$ cat src/rtl/cast_resize_pipe.sv
// -----------------------------------------------------------------------------
// cast_resize_pipe
//
// Purpose:
//   Per-beat integer width cast (resize / saturate) feeding a 2-entry skid
//   buffer with valid/ready handshakes on both sides. A saturating counter
//   tallies delivered beats whose result does not represent the operand
//   exactly.
//
// Configuration macro:
//   CAST_RESIZE_SAT_EN - when defined, modes 10/11 clamp to the output range.
//                        When undefined, mode 10 behaves as mode 01 and mode 11
//                        as mode 00, and no clamp logic is built.
//
// Parameters:
//   IN_W   operand width (>=1)
//   OUT_W  result width (>=1, any relation to IN_W)
//   CNT_W  lossy-event counter width
//
// Ports:
//   clk        sole clock, rising edge
//   rst        synchronous active-high reset
//   in_valid   input beat offered
//   in_ready   input beat accepted when in_valid & in_ready (driven by a flop)
//   in_data    operand
//   in_mode    00 unsigned resize, 01 signed resize,
//              10 signed saturate, 11 unsigned saturate
//   out_valid  result beat offered
//   out_ready  result consumed when out_valid & out_ready
//   out_data   cast result
//   out_lossy  result does not represent the operand exactly
//   ovf_clear  synchronous clear of ovf_count (wins over an increment)
//   ovf_count  saturating count of lossy beats delivered
// -----------------------------------------------------------------------------
module cast_resize_pipe #(
  parameter int IN_W  = 8,
  parameter int OUT_W = 9,
  parameter int CNT_W = 16
) (
  input  logic             clk,
  input  logic             rst,
  input  logic             in_valid,
  output logic             in_ready,
  input  logic [IN_W-1:0]  in_data,
  input  logic [1:0]       in_mode,
  output logic             out_valid,
  input  logic             out_ready,
  output logic [OUT_W-1:0] out_data,
  output logic             out_lossy,
  input  logic             ovf_clear,
  output logic [CNT_W-1:0] ovf_count
);

  // Working width: one bit wider than either side so both sign- and
  // zero-extended forms of operand and result are exact.
  localparam int W = ((IN_W > OUT_W) ? IN_W : OUT_W) + 1;

  // ---------------------------------------------------------------------------
  // Cast datapath
  // ---------------------------------------------------------------------------
  logic             w_signed;
  logic [W-1:0]     w_ext;
  logic [OUT_W-1:0] w_trunc;
  logic [W-1:0]     w_back;
  logic             w_fits;
  logic [OUT_W-1:0] w_cast_data;
  logic             w_cast_lossy;

  always_comb begin
    // Modes 01 and 10 treat the operand as signed; 00 and 11 as unsigned.
    w_signed = in_mode[0] ^ in_mode[1];
    w_ext    = w_signed ? {{(W-IN_W){in_data[IN_W-1]}}, in_data}
                        : {{(W-IN_W){1'b0}}, in_data};
    w_trunc  = w_ext[OUT_W-1:0];
    // Re-extend the truncated value under the same signedness: if it comes
    // back identical, the result represents the operand exactly.
    w_back   = w_signed ? {{(W-OUT_W){w_trunc[OUT_W-1]}}, w_trunc}
                        : {{(W-OUT_W){1'b0}}, w_trunc};
    w_fits   = (w_back == w_ext);

    w_cast_data  = w_trunc;
    w_cast_lossy = !w_fits;
`ifdef CAST_RESIZE_SAT_EN
    // Out of range in a saturating mode: clamp toward the operand's side.
    if (in_mode[1] && !w_fits) begin
      if (w_signed) begin
        w_cast_data            = in_data[IN_W-1] ? '0 : '1;
        w_cast_data[OUT_W-1]   = in_data[IN_W-1];
      end else begin
        w_cast_data = '1;
      end
    end
`endif
  end

  // ---------------------------------------------------------------------------
  // 2-entry skid buffer: r_main_* drives the outputs, r_skid_* catches the
  // beat accepted while the output is stalled. in_ready is a flop that is
  // low exactly when the skid entry is occupied.
  // ---------------------------------------------------------------------------
  logic             r_main_valid;
  logic [OUT_W-1:0] r_main_data;
  logic             r_main_lossy;
  logic             r_skid_valid;
  logic [OUT_W-1:0] r_skid_data;
  logic             r_skid_lossy;
  logic             r_in_ready;
  logic [CNT_W-1:0] r_cnt;

  logic w_accept;
  logic w_deliver;

  assign w_accept  = in_valid & r_in_ready;
  assign w_deliver = r_main_valid & out_ready;

  always_ff @(posedge clk) begin
    if (rst) begin
      r_main_valid <= 1'b0;
      r_main_data  <= '0;
      r_main_lossy <= 1'b0;
      r_skid_valid <= 1'b0;
      r_skid_data  <= '0;
      r_skid_lossy <= 1'b0;
      r_in_ready   <= 1'b1;
      r_cnt        <= '0;
    end else begin
      if (!r_main_valid || out_ready) begin
        // Output slot frees up this edge: refill from skid first to keep
        // order, else from the incoming beat.
        if (r_skid_valid) begin
          r_main_valid <= 1'b1;
          r_main_data  <= r_skid_data;
          r_main_lossy <= r_skid_lossy;
          r_skid_valid <= 1'b0;
          r_in_ready   <= 1'b1;
        end else if (w_accept) begin
          r_main_valid <= 1'b1;
          r_main_data  <= w_cast_data;
          r_main_lossy <= w_cast_lossy;
        end else begin
          r_main_valid <= 1'b0;
        end
      end else if (w_accept) begin
        // Output stalled and already holding a beat: park the new one.
        r_skid_valid <= 1'b1;
        r_skid_data  <= w_cast_data;
        r_skid_lossy <= w_cast_lossy;
        r_in_ready   <= 1'b0;
      end

      if (ovf_clear) begin
        r_cnt <= '0;
      end else if (w_deliver && r_main_lossy && (r_cnt != {CNT_W{1'b1}})) begin
        r_cnt <= r_cnt + 1'b1;
      end
    end
  end

  assign in_ready  = r_in_ready;
  assign out_valid = r_main_valid;
  assign out_data  = r_main_data;
  assign out_lossy = r_main_lossy;
  assign ovf_count = r_cnt;

endmodule
$ cat config.mk
export PLATFORM = sky130hd
export DESIGN_NAME = cast_resize_pipe
export DESIGN_NICKNAME = d
export VERILOG_FILES = /design/src/rtl/cast_resize_pipe.sv
export SDC_FILE = /design/constraint.sdc
export NUM_CORES = 1
export LEC_CHECK = 0
export ABC_AREA = 1
export BUFFER_PORTS_ARGS = -buffer_cell sky130_fd_sc_hd__buf_2
export CAP_MARGIN = 0
export CORE_MARGIN = 10
export CORE_UTILIZATION = 47
export CTS_CLUSTER_SIZE = 16
export DETAILED_ROUTE_END_ITERATION = 6
export GPL_ROUTABILITY_DRIVEN = 0
export HOLD_SLACK_MARGIN = 0.02
export PLACE_DENSITY = 0.74
export SYNTH_ARGS = -nofsm -noshare
export SYNTH_HDL_FRONTEND = slang
export SYNTH_SLANG_ARGS = --single-unit
$ cat constraint.sdc
create_clock -name clk -period 1.53 [get_ports clk]
set_clock_uncertainty 0.1 [all_clocks]
set_input_delay 0.153 -clock clk [delete_from_list [all_inputs] [get_ports clk]]
set_output_delay 0.153 -clock clk [all_outputs]
set_load 0.03 [all_outputs]
==> results.sh <==
export IMPL_tns_ps=0
export IMPL_leakagePower_nw=1.058
export IMPL_gr_usage_met1_pct=18.38
export IMPL_hpwl_mm=3.267
export IMPL_final_layout_size_suffix_gt1_share_pct=29.75
export IMPL_max_vdd_ir_drop_uv=742.8
export IMPL_ys_top_cells_by_count="nand2_1 (63), nor2_1 (56), dfxtp_1 (39)"
export IMPL_met2_usage_pct=23.59
export IMPL_synth_nets=280
export IMPL_detail_route_wl_per_cell_microns=12.80
export IMPL_num_io_pins=43
export IMPL_synth_edff_count=0
export IMPL_hold_viol=0
export IMPL_clock_latency_ps=290
export IMPL_ys_types=25
export IMPL_worstHoldPathType="input port to register"
export IMPL_busiest_layer="met2"
export IMPL_routed_wl_mm=4.789
export IMPL_cts_tree="done"
export IMPL_netlist_area_sq_um=1817
export IMPL_cts_sinks=39
export IMPL_clkSlewWorstSetupHoldPaths_ps=80
export IMPL_syn_inst=264
export IMPL_max_cap_viol_count=0
export IMPL_max_freq_mhz=656.4
export IMPL_finalInstanceArea_sq_um=2389
export IMPL_crit_path_top_delay_cell="dfxtp_4"
export IMPL_setup_viol=0
export IMPL_synth_top_cell_area_share_pct=42.98
export IMPL_numCtsBuffers=5
export IMPL_utilization_pct=64.76
export IMPL_diodes=0
export IMPL_grt_setup_unrepaired="yes"
export IMPL_grt_max_degree=22
export IMPL_crit_family="simple AND/OR/NAND/NOR gates"
export IMPL_status="finished clean"
export IMPL_placement_cell_area_sq_um=2136
export IMPL_hold_slack_ps=24.53
export IMPL_synthArstFlopShare_pct=0
export IMPL_fin_crit_ps=1524
export IMPL_synth_seq_cells=39
export IMPL_drcViolationCount=0
export IMPL_p_per_area_nw_per_um2=856.1
export IMPL_fp_row_count=22
export IMPL_fp_coreArea_sq_um=3689
export IMPL_worstPathCellList="ha_4 -> nand2_4 -> nor2_4 -> nand2_4 -> nor2_4 -> nand2_2 -> nor3_2 -> nor2_1"
export IMPL_worst_setup_path_start_kind="register"
export IMPL_syn_avg_cell_area_sq_um=6.882
export IMPL_power_mw=2.045
export IMPL_ys_seq_area_share_pct=42.98
export IMPL_yosys_most_used_dff="dfxtp_1"
export IMPL_start_util_pct=49.25
export IMPL_cp_max_fo=5
export IMPL_grt_pass1_vias=1681
export IMPL_slew_violations=0
export IMPL_maxSlewHeadroom_pct=79.64
export IMPL_area_delta_synth_final_pct=31.47
export IMPL_cp_buffers_inverters=0
export IMPL_drt_iter0_drc=122
export IMPL_via_per_inst=5.091
export IMPL_ant_nets=0
export IMPL_vias=1904
export IMPL_worst_setup_path_end_kind="register"
export IMPL_firstDrtPassIters=4
export IMPL_antenna_found_initial=0
export IMPL_cts_buffer_depth=2
export IMPL_htreeDepth=2
export IMPL_cp_arrival_ps=1610
export IMPL_die_y_microns=82.17
export IMPL_netlist_top_cell_by_area="dfxtp_1"
export IMPL_ys_top_cells_by_area="dfxtp_1 (43%), nand2_1 (13%), nor2_1 (12%)"
export IMPL_dieArea_sq_um=6752
export IMPL_io_buffers=42
export IMPL_grt_pass1_wl_mm=7.783
export IMPL_grtUsageTotal_pct=14.63
export IMPL_yosysMostFrequentCell="nand2_1"
export IMPL_grt_remaining_overflow=0
export IMPL_grt_use_met3_pct=3.996
export IMPL_path_class="register to register"
export IMPL_worst_slew_pin_slew_ps=303.5
export IMPL_fin_crit_sh_pct=99.58
export IMPL_max_stage_delay_ps=370
export IMPL_required_ps=1620
export IMPL_cts_root_buf="clkbuf_8"
export IMPL_dieWidth_microns=82.17
export IMPL_nets=341
export IMPL_yosysWarnings=0
==> routing by layer <==
layer | share of wire (%) | routed length [microns]
met5 | 0 | 0
met4 | 1.8 | 88
met3 | 6.1 | 290
met2 | 47 | 2256
met1 | 45 | 2154
==> stage by stage <==
step | setup slack (ps) | cells
floorplan | 3.124 | 264
global placement | 57.33 | 356
detailed placement | 13.81 | 356
CTS | -2.659 | 371
global route | -60.01 | 374
finish | 6.437 | 374
==> where the power goes <==
part	leakage [nW]	internal [mW]	switching [mW]
registers	0.325	1.05	0.0185
logic	0.686	0.0808	0.149
clock network	0.0474	0.368	0.380
==> worst paths after layout <==
path	startpoint	depth (start not counted)	slack (ps)	end
setup reg to reg	ovf_count[1]	8	6	ovf_count[12]
hold reg to reg	r_skid_lossy	2	350	r_skid_lossy
setup / recovery	ovf_count[1]	8	6	ovf_count[12]
hold / removal	in_data[6]	3	20	r_skid_data[6]
==> layout make-up <==
| cell class | instances | area (sq um) |
|---|---|---|
| repair buffers | 61 | 370.4 |
| fillers | 346 | 1300 |
| multi-input cells | 197 | 977.2 |
| clock buffers | 6 | 82.58 |
| clock inverters | 2 | 16.27 |
| inverters | 21 | 78.83 |
| flip-flops and latches | 39 | 803.3 |
| well taps | 48 | 60.06 |
==> sequential cells by signal, indices dropped and copies added (netlist names) <==
name,flops
out_data,9
r_skid_data,9
out_lossy,1
ovf_count,16
in_ready,1
out_valid,1
r_skid_lossy,1
r_skid_valid,1
==> placed cells by master, fill, tap and decap left out, types with 6 or more instances in the layout <==
cell type / instances
dfxtp_2: 12
buf_4: 12
a31oi_1: 8
o21ai_0: 22
clkbuf_8: 6
a21oi_1: 13
nor2_1: 54
buf_2: 42
dfxtp_1: 25
inv_1: 18
nand2_1: 61
nor2_4: 7
dlygate4sd3_1: 7
nand3_1: 15
==> timing repair <==
| action | CTS | global route |
|---|---|---|
| hold endpoints to repair | 9 | 0 |
| setup buffers | 0 | 3 |
| hold buffers | 7 | 0 |
| setup endpoints to repair | 1 | 16 |
| pin swaps | 0 | 5 |
| resized for setup | 0 | 16 |
==> logic make-up after synthesis <==
group | share of synthesized area, %
AOI/OAI and AO/OA | 13.29
xor gates and xnor gates | 0.4822
adders and majority gates | 0.6886
buffers and inverters | 6.404
DFF | 42.98
and+or+nand+nor | 36.16
==> worst reg2reg max path, delay by kind of cell (launching register included) <==
family,cells,cell delay [ps]
flops,1,370
fa+ha+maj,1,160
simple gates,7,790
No activity file was read; power rests on OpenSTA's default activity.
